===== config.mk =====
export PLATFORM = sky130hd
export DESIGN_NAME = pc_fetch_ctrl
export DESIGN_NICKNAME = d
export VERILOG_FILES = /design/src/rtl/pc_fetch_ctrl.sv
export SDC_FILE = /design/constraint.sdc
export NUM_CORES = 1
export LEC_CHECK = 0
export CELL_PAD_IN_SITES_DETAIL_PLACEMENT = 0
export CELL_PAD_IN_SITES_GLOBAL_PLACEMENT = 1
export CORE_ASPECT_RATIO = 1.4
export CORE_UTILIZATION = 35
export CTS_CLUSTER_DIAMETER = 50
export DETAILED_ROUTE_END_ITERATION = 16
export PLACE_DENSITY_LB_ADDON = 0.1
export SETUP_SLACK_MARGIN = 0.1
export SKIP_LAST_GASP = 1
export SLEW_MARGIN = 20
export SYNTH_ARGS = -nofsm -noshare
export SYNTH_HDL_FRONTEND = slang
export SYNTH_SLANG_ARGS = --single-unit

===== constraint.sdc =====
create_clock -name clk -period 4.3 [get_ports clk]
set_input_delay 0.86 -clock clk [delete_from_list [all_inputs] [get_ports clk]]
set_output_delay 0.86 -clock clk [all_outputs]
set_load 0.05 [all_outputs]

===== src/rtl/pc_fetch_ctrl.sv =====
// Fetch-stage PC sequencer: picks exception/branch/jump/PC+4 and holds on stalls.
// Optional exception path enabled by defining PC_FETCH_EXC_EN.
module pc_fetch_ctrl #(
    parameter logic [31:0] RESET_VEC = 32'h0000_0000
) (
    input  logic        clk,
    input  logic        rst,
    input  logic [31:0] pc_i,
    input  logic [31:0] pc4_i,
    input  logic        imem_ready_i,
    input  logic        hazard_stall_i,
    input  logic        br_taken_i,
    input  logic [31:0] br_target_i,
    input  logic        jmp_valid_i,
    input  logic [31:0] jmp_target_i,
`ifdef PC_FETCH_EXC_EN
    input  logic        exc_req_i,
    input  logic [31:0] exc_epc_i,
    output logic [31:0] epc_o,
`endif
    output logic        keep_o,
    output logic [31:0] pc_next_o,
    output logic        flush_if_o,
    output logic        flush_id_o,
    output logic [15:0] stall_cnt_o
);

    localparam logic [1:0] SRC_JMP = 2'd0;
    localparam logic [1:0] SRC_BR  = 2'd1;
    localparam logic [1:0] SRC_EXC = 2'd2;

`ifdef PC_FETCH_EXC_EN
    localparam logic [31:0] EXC_VEC = 32'h8000_0180;
`endif

    typedef enum logic [1:0] {
        S_RUN  = 2'd0,
        S_WAIT = 2'd1,
        S_PEND = 2'd2
    } state_t;

    state_t      state_q, state_d;
    logic [31:0] pend_tgt_q, pend_tgt_d;
    logic [1:0]  pend_src_q, pend_src_d;
    logic [15:0] stall_cnt_q;

    logic        cand_vld;
    logic [1:0]  cand_src;
    logic [31:0] cand_tgt;
    logic        overwrite;
    logic        accept;

    always_comb begin
        cand_vld = 1'b0;
        cand_src = SRC_JMP;
        cand_tgt = jmp_target_i;
        if (br_taken_i) begin
            cand_vld = 1'b1;
            cand_src = SRC_BR;
            cand_tgt = br_target_i;
        end else if (jmp_valid_i && !hazard_stall_i) begin
            cand_vld = 1'b1;
            cand_src = SRC_JMP;
            cand_tgt = jmp_target_i;
        end
`ifdef PC_FETCH_EXC_EN
        if (exc_req_i) begin
            cand_vld = 1'b1;
            cand_src = SRC_EXC;
            cand_tgt = EXC_VEC;
        end
`endif
    end

    // A newer branch is the successor of the pending one's instruction, so equal-rank BR wins.
    assign overwrite = cand_vld &&
                       ((cand_src > pend_src_q) || (cand_src == SRC_BR && pend_src_q == SRC_BR));

    always_comb begin
        state_d    = state_q;
        pend_tgt_d = pend_tgt_q;
        pend_src_d = pend_src_q;
        keep_o     = 1'b1;
        pc_next_o  = pc_i;
        accept     = 1'b0;
        case (state_q)
            S_RUN, S_WAIT: begin
                if (imem_ready_i) begin
                    state_d = S_RUN;
                    if (cand_vld) begin
                        keep_o    = 1'b0;
                        pc_next_o = cand_tgt;
                        accept    = 1'b1;
                    end else if (!hazard_stall_i) begin
                        keep_o    = 1'b0;
                        pc_next_o = pc4_i;
                    end
                end else if (cand_vld) begin
                    accept     = 1'b1;
                    pend_tgt_d = cand_tgt;
                    pend_src_d = cand_src;
                    state_d    = S_PEND;
                end else begin
                    state_d = S_WAIT;
                end
            end
            S_PEND: begin
                if (overwrite) begin
                    accept     = 1'b1;
                    pend_tgt_d = cand_tgt;
                    pend_src_d = cand_src;
                end
                if (imem_ready_i) begin
                    keep_o    = 1'b0;
                    pc_next_o = overwrite ? cand_tgt : pend_tgt_q;
                    state_d   = S_RUN;
                end
            end
            default: state_d = S_RUN;
        endcase

        flush_if_o = accept;
        flush_id_o = accept && (cand_src != SRC_JMP);

        if (rst) begin
            keep_o     = 1'b1;
            pc_next_o  = RESET_VEC;
            flush_if_o = 1'b1;
            flush_id_o = 1'b1;
        end
    end

    always_ff @(posedge clk or posedge rst) begin
        if (rst) begin
            state_q     <= S_RUN;
            pend_tgt_q  <= 32'h0;
            pend_src_q  <= SRC_JMP;
            stall_cnt_q <= 16'h0;
        end else begin
            state_q    <= state_d;
            pend_tgt_q <= pend_tgt_d;
            pend_src_q <= pend_src_d;
            if (keep_o && stall_cnt_q != 16'hFFFF)
                stall_cnt_q <= stall_cnt_q + 16'd1;
        end
    end

    assign stall_cnt_o = stall_cnt_q;

`ifdef PC_FETCH_EXC_EN
    logic [31:0] epc_q;

    always_ff @(posedge clk or posedge rst) begin
        if (rst)
            epc_q <= 32'h0;
        else if (accept && cand_src == SRC_EXC)
            epc_q <= exc_epc_i;
    end

    assign epc_o = epc_q;
`endif

endmodule


# Word level (Yosys, flattened, before mapping)
# Index checks and enable logic that the tools add are counted.
# totals
out_inout_bits	51
elab_cells	61
inputBits	134
regBits	52
# op_classes
n_lt_le_gt_ge	1
add_sub_neg	1
mux	33
n_reduce_logical	13
n_eq_ne	9
# op_table
operator	count
$mux W32	9
$pmux W32 S2	2
$add A16 B1 Y16 const B	1
$ne A16 B16 Y1 const B	1
$mux W1	12
$mux W2	6
$ne A2 B2 Y1 const B	4
$pmux W2 S2	2
$eq A2 B1 Y1 const B	3
$logic_and A1 B1 Y1	5
$pmux W1 S2	2
$reduce_and A4 Y1	1
$reduce_bool A2 Y1	2
$reduce_and A3 Y1	1
$eq A2 B2 Y1 const B	1
$gt A2 B2 Y1	1
$logic_not A2 Y1	1
$reduce_or A2 Y1	1
$logic_not A1 Y1	1
$logic_or A1 B1 Y1	1

# Longest topological paths before layout
# Gate-level depths: netlist of the first run.
# logic_depth
depth_word	9
ltp_mapped	7
depth_no_buf	5

# Worst setup path before layout of the first run
# OpenSTA, ideal clock, no wires.
# synth_timing
kind	input -> output
from	in rst
to	out flush_if_o
arrival_time_ps	2908
path_slack_ps	532
cell_stages	3
required_ps	3440
n_path_buf	1
path_cell_list	buf_2 -> inv_1 -> nand3_1
# synth_via
elab_chain_cells	1
# synth_rtl
item	line	rtl
from (decl)	7	input logic rst,
$mux W1	125	if (rst) begin
to (decl)	23	output logic flush_if_o,
# Every way passes these cells.

# Worst setup path after layout of the first run
# layout_timing
from	in jmp_valid_i
to	out pc_next_o[26]
# layout_via
elab_chain_cells	8
word_cells_on_any_way	10
classes_between	8 x mux; 2 x reduce/logical
# layout_rtl
item	line	rtl
from (decl)	14	input logic jmp_valid_i,
$logic_and A1 B1 Y1 *	61	end else if (jmp_valid_i && !hazard_stall_i) begin
$mux W1 *	61	
$mux W1 *	57	if (br_taken_i) begin
$logic_and A1 B1 Y1	76	assign overwrite = cand_vld &&
$mux W32	-	
$mux W32	113	if (imem_ready_i) begin
$pmux W32 S2 *	86	case (state_q)
$mux W32 *	125	
to (decl)	22	output logic [31:0] pc_next_o,
# Every way passes the cells marked *; elsewhere a longest branch is shown, timed or not.

==> summary.md, run 1 <==
| Metric | Value |
|---|---|
| Core area | 0.0124 mm² |
| Slew @ Worst Pin | 0.952 ns |
| Post-CTS Repair Setup Buffers | 0 |
| Sum of negative setup slack | 0 ns |
| Async SR Flop Fraction | 1.00 |
| FF+latch count, synth | 50 |
| DR vias/cell | 6.03 |
| Num CTS Buffers | 5 |
| Pleak | 0.00262 µW |
| Chip width | 97.8 µm |
| Most common cell in the netlist | mux2_2 |
| Relative max-transition margin | 0.364 |
| Die Area | 0.0133 mm² |
| Post-synthesis cell type count | 46 |
| Final worst-path cycle share | 0.865 |
| Final instance area | about 0.0069 mm² |
| Top_reg_cell synth | dfrtp_1 |
| Fin Hold WS | about 0.53 ns |
| Post-synth EDFFs | 0 |
| Cts repair resizes | 0 |
| Grt total ovfl | 0 |
| # setup viols final | 0 |
| Avg WL per Cell | 20.3 µm |
| Syn nets | 620 |
| Mux contribution to synthesized area | 0.248 |
| Power per cell area | 331 mW/mm² |
| Crit path required time | 3.44 ns |
| Failing checks | DRC |
| # DRC | 16 |
| First-pass GRT wire length | roughly 26000 µm |
| Placed Cells | roughly 780 |
| Root buffer selected by CTS | clkbuf_16 |
| Total GRT Usage | 0.247 |
| Seq pwr share | 0.309 |
| Total chip power | 2270 µW |
| Hold Fails Final Rpt | 0 |
| RSZ-0062 raised after global routing | false |
| Synthesis Warnings | 0 |
| Synth top cells by count | 66 x mux2_2, 50 x dfrtp_1, 43 x o22ai_1 |
| Area contributors post-synth | dfrtp_1 28%, mux2_2 17%, mux2i_1 7.1%, o22ai_1 6.0%, a211oi_1 5.3% |
| Peak Freq | around 0.27 GHz |
| Pre-Repair DR Iteration Count | 11 |
| Post-DP Area | roughly 0.0067 mm² |
| Die Ht | 136 µm |
| HP Class | register to register |
| Startpoint Class | primary input |
| Clock transition at path regs | approximately 0.080 ns |
| Largest net degree at the start of global routing | 41 |
| TritonCTS clock tree | done |
| Final Max Slew Viols | 0 |
| Num Clock Sinks | 50 |
| Max cap viols | 0 |
| Row Count | 48 |
| Vias | ~4800 |
| Initial antenna violation count | 0 |
| Layout filler cell count | around 1100 |
| Switch share | 0.408 |
| Biggest area consumer among synthesized cells | dfrtp_1 |
| Buffer depth of the longest clock path | 2 |
| Int Pwr | 1350 µW |
| Synth Area in Compound Gates | 0.253 |
| P&R area growth vs syn | 53.0% |
| Number of global-route vias before repair | 5108 |
| Adder-cell area share of the yosys netlist | 0.00278 |
| Worst Path Max Fanout | 20 |
| Fin cells | 792 |
| Largest family of logic cells by synthesized area | compound AO/OA/AOI/OAI gates |
| Post-synthesis cell count | 485 |
| Antenna Nets Post-Route | 0 |
| Layout cells sized above 1 | 0.287 |
| Arr. time, crit path | between 2 and 3 ns |
| Drt initial violations | 220 |
| Final WL | 16000 µm |
| Outcome | complete, but fails checks |
| Comb power frac | 0.509 |
| Crit path time final | 3.72 ns |
| Number of port buffers | 184 |
| Yosys top cell area share | 0.278 |
| I/O pin total | about 190 |
| Clk pwr share | 0.182 |
| Post-synthesis xor/xnor area fraction | 0.0175 |
| RD Place Congestion | 0.804 |
| Crit Path Category | primary input to output port |
| DP HPWL | 11400 µm |
| Post-CTS Hold Buffers | 0 |
| Worst VDD drop | 0.173 mV |
| Worst-case clock skew | 0.00913 ns |
| CP Capture Type | output port |
| H-tree levels | 2 |
| Clk_lat worst skew | between 0.2 and 0.3 ns |
| Initial core utilization | 0.361 |
| Synth Area per Inst | 9.26 µm² |
| Post-synthesis simple-gate area fraction | 0.146 |
| Post-Syn Area | 0.00449 mm² |
| Seq/Total Area, Yosys | 0.278 |
| Nets | slightly below 800 |
| Switch Pwr | 927 µW |
| Diode count | 0 |
-- flip-flops by register name (all words and copies together), names as in the netlist --
signal	cells
pend_tgt_q	32
state_q	2
stall_cnt_o	16
-- worst max-delay path, stage by stage --
cell and delay (ns):
clkdlybuf4s50_1 0.53, nand2b_2 0.31, buf_4 0.33, nand3_1 0.10, o21ai_0 0.10, a211oi_1 0.41, buf_12 0.19
-- logic make-up after synthesis --
kind of cell,Yosys count
AO/OA/AOI/OAI,161
XOR/XNOR,9
adder cells (fa/ha/maj),1
buffers and inverters,55
flip-flops,50
multiplexers,102
AND/OR/NAND/NOR,107
-- cell usage in the layout (no fill, tap or decap), types with 21 or more instances in the layout --
cell             count
mux2i_1             32
o22ai_1             43
nand3_1             38
o221a_2             21
buf_12              32
or2_2               21
o21ai_0             35
clkdlybuf4s50_1    147
mux2_2              66
dfrtp_1             50
a211oi_1            32
-- power by group through the flow --
stage	clock [µW]	sequential, µW	combinational [µW]
finish	414	703	1160
detailed placement	0	710	1160
CTS	418	703	1160
global placement	0	704	1150
global route	436	722	1230
floorplan	0	839	549
-- per-layer routing --
metal / track usage / share of wire / vias up / wire length [µm]
li1: - / - / 2219 / -
met1: 0.293 / 0.41 / 2333 / 6540
met3: 0.0329 / 0.052 / 30 / 839
met4: 0.0892 / 0.026 / 0 / 422
met5: 0 / 0 / - / 0
met2: 0.454 / 0.51 / 190 / 8240
-- worst paths after layout --
| path | start | endpoint | slack, ns | cells after the start |
|---|---|---|---|---|
| setup / recovery | jmp_valid_i | pc_next_o[26] | 0.58 | 7 |
| hold / removal | stall_cnt_o[14]$_DFFE_PP0P_ | stall_cnt_o[14]$_DFFE_PP0P_ | 0.53 | 1 |
| setup reg to reg | state_q[1]$_DFFE_PP0N_ | pend_tgt_q[23]$_DFFE_PP0P_ | 1.58 | 4 |
| hold reg to reg | stall_cnt_o[14]$_DFFE_PP0P_ | stall_cnt_o[14]$_DFFE_PP0P_ | 0.53 | 1 |
| max in group asynchronous | rst | pend_tgt_q[23]$_DFFE_PP0P_ | 2.57 | 4 |
| min in group asynchronous | rst | stall_cnt_o[3]$_DFFE_PP0P_ | 0.90 | 3 |
-- through the flow --
step / worst slack, ns / utilization
after floorplan: 0.532 / -
after CTS: 0.589 / 0.553
after global routing: 0.430 / 0.553
after global placement: 0.552 / 0.541
after detailed placement: 0.591 / 0.541
final: 0.582 / 0.553
-- layout make-up --
class                   instances  area [µm²]  share of cell area
clock buffers                   5         125              0.0182
inverters                       5        18.8             0.00273
clock inverters                 3        25.0             0.00364
multi-input cells             380        3010               0.438
well taps                     150         188              0.0273
repair buffers                199        2260               0.328
flip-flops and latches         50        1250               0.182
No activity file was read; power rests on OpenSTA's default activity.
==> run 2: changes to the inputs <==
==> constraint.sdc (replaced) <==
create_clock -name clk -period 4.3 [get_ports clk]
set_input_delay 0.645 -clock clk [delete_from_list [all_inputs] [get_ports clk]]
set_output_delay 0.645 -clock clk [all_outputs]
set_load 0.05 [all_outputs]
==> run 2 against run 1 <==
Effect of this change:
- clock skew rose by 0.0018 ns
- count of clock-buffer cells in the layout did not move
- critical path type unchanged
- critical path depth fell by 1
- sequential share of layout area rose by 1.1 points
- largest cell class unchanged
- cell count fell by 0.51%
- non-clock buffer count fell by 4
- critical endpoint is now pc_next_o[1]
- register-to-register slack improved by 0.36 ns
- worst setup slack improved by 0.41 ns
- sequential cell count did not move
- sequential power rose by 0.7%
- global-route usage fell by 1.2 points
- the flow still finishes with violations (DRC)
==> summary.md, run 2 (synthesized netlist as in run 1, its figures left out) <==
| Metric | Value |
|---|---|
| Initial core utilization | 0.361 (unchanged) |
| Arr. time, crit path | 2.66 ns (-0.20 ns) |
| Commonest non-fill, non-tap cells in the layout | 149 x clkdlybuf4s50_1, 66 x mux2_2, 50 x dfrtp_1 |
| Buffer depth of the longest clock path | 2 (unchanged) |
| Cts repair resizes | 0 (unchanged) |
| Die Area | 0.0133 mm² (unchanged) |
| Final WL | 15600 µm (-2.5%) |
| Post-CTS Repair Setup Buffers | 0 (unchanged) |
| HP Start | stall_cnt_o[14]$_DFFE_PP0P_ |
| Num Clock Sinks | 50 (unchanged) |
| Row Count | 48 (unchanged) |
| Root buffer selected by CTS | clkbuf_16 |
| Crit Path Category | primary input to output port |
| Core area | 0.0124 mm² (unchanged) |
| DR vias/cell | 5.95 (-1.3%) |
| Hold-critical path endpoint | stall_cnt_o[14]$_DFFE_PP0P_ |
| Number of global-route vias before repair | 4723 (-7.5%) |
| Top routing layer used | met4 |
| Post-CTS Hold Buffers | 0 (unchanged) |
| Outcome | complete, but fails checks |
| Final worst-path cycle share | 0.769 (-0.0959) |
| I/O pin total | 185 (unchanged) |
| Worst Path Max Fanout | 53 (+170%) |
| DP HPWL | 11200 µm (-1.6%) |
| Hold Fails Final Rpt | 0 (unchanged) |
| Chip width | 97.8 µm (unchanged) |
| Slew @ Worst Pin | 0.894 ns (-0.0582 ns) |
| Reg with most FFs | pend_tgt_q |
| Diode count | 0 (unchanged) |
| Clk_lat worst skew | 0.30 ns (about the same) |
| Worst VDD drop | 0.214 mV (+24%) |
| CP Capture Type | output port |
| Number of port buffers | 184 (unchanged) |
| P&R area growth vs syn | 44.4% |
| Pleak | 0.00250 µW (-4.7%) |
| # DRC | 16 (unchanged) |
| Crit path required time | 3.65 ns (+0.21 ns) |
| RSZ-0062 raised after global routing | false |
| # setup viols final | 0 (unchanged) |
| First-pass GRT wire length | 24800 µm (-5.5%) |
| Relative max-transition margin | 0.403 (+0.0389) |
| Setup slack, reg-to-reg | 1.94 ns (+0.36 ns) |
| Die Ht | 136 µm (unchanged) |
| Avg WL per Cell | 19.8 µm (-2.0%) |
| Worst-case clock skew | 0.0110 ns (+0.00184 ns) |
| Grt total ovfl | 0 (unchanged) |
| Hold path cells | 1 (unchanged) |
| Reg2Reg Depth | 5 (+1) |
| Met3 WL post-DR | 549 µm (-35%) |
| Total chip power | 2240 µW (-1.4%) |
| H-tree levels | 2 (unchanged) |
| Antenna Nets Post-Route | 0 (unchanged) |
| Crit path time final | 3.31 ns (-0.412 ns) |
| Nets | 772 (-0.52%) |
| Failing checks | DRC |
| Max cap viols | 0 (unchanged) |
| Final Max Slew Viols | 0 (unchanged) |
| Worst flop-to-flop path startpoint | state_q[1]$_DFFE_PP0N_ |
| Largest net degree at the start of global routing | 54 (+32%) |
| R2R Path End | pend_tgt_q[31]$_DFFE_PP0P_ |
| HP Class | register to register |
| Drt initial violations | 256 (+16%) |
| Peak Freq | 0.302 GHz (+12%) |
| RD Place Congestion | 0.781 (-2.9%) |
| Commonest non-fill, non-tap cell in the layout | clkdlybuf4s50_1 |
| Num CTS Buffers | 5 (unchanged) |
| Max FFs per register | 32 (unchanged) |
| Pre-Repair DR Iteration Count | 10 (-1) |
| Power per cell area | 345 mW/mm² (+4.5%) |
| Layout filler cell count | 1196 (+5.7%) |
| Wire length on met2 | 8490 µm (+3.0%) |
| Vias | 4685 (-1.8%) |
| TritonCTS clock tree | done |
| Initial antenna violation count | 0 (unchanged) |
| Met1 wire length | 6460 µm (-1.2%) |
| Total GRT Usage | 0.235 (-0.0124) |
| Clock transition at path regs | 0.07 ns (about the same) |
| Layout cells sized above 1 | 0.279 (-0.00761) |
| Startpoint Class | primary input |
| Sum of negative setup slack | 0 ns (unchanged) |
run 2: cell count changes in the layout (fill, tap and decap cells not counted), sizes merged:
cell           before  now
bufinv              0    1
buf                52   46
clkdlybuf4s50     147  149
clkinv              1    0
run 2: worst max path at each step:
stage	from	to	slack, ns
floorplan	rst	flush_if_o	0.96
global placement	br_taken_i	pc_next_o[1]	1.03
detailed placement	br_taken_i	pend_tgt_q[4]$_DFFE_PP0P_	0.87
CTS	br_taken_i	pc_next_o[1]	0.95
global route	br_taken_i	pc_next_o[1]	0.81
finish	br_taken_i	pc_next_o[1]	0.99
run 2: worst max-delay path, cell delays in order:
cell	delay (ns)
buf_4	0.53
inv_2	0.56
nand3_1	0.19
o21ai_0	0.10
a211oi_1	0.33
buf_4	0.26
run 2: metal layers:
metal	GRT usage	up-vias
li1	-	2217
met1	0.279	2325
met2	0.446	135
met3	0.0298	8
met4	0.0513	0
met5	0	-
run 2: metrics by stage:
stage | cells | hold WS [ns] | utilization | setup slack [ns] | instance area (µm²)
after floorplan | 485 | 0.516 | - | 0.962 | 4490
after global placement | 780 | 0.500 | 0.508 | 1.03 | 6310
after detailed placement | 780 | 0.522 | 0.508 | 0.873 | 6310
after CTS | 788 | 0.533 | 0.522 | 0.948 | 6490
after global routing | 788 | 0.556 | 0.522 | 0.810 | 6490
final | 788 | 0.529 | 0.522 | 0.994 | 6490
run 2: final cells by class:
class                      instances  area [µm²]  share of cell area
timing repair buffer             195        1840               0.284
sequential                        50        1250               0.193
tap                              150         188              0.0289
clock buffer                       5         125              0.0193
multi-input combinational        380        3010               0.464
clock inverter                     3        48.8             0.00752
inverter                           5        18.8             0.00289
run 2: power by group:
group | switching (µW) | internal (µW) | leakage, µW
Combinational | 592 | 477 | 0.00183
Clock | 185 | 279 | 0.0000819
Sequential | 127 | 581 | 0.000591
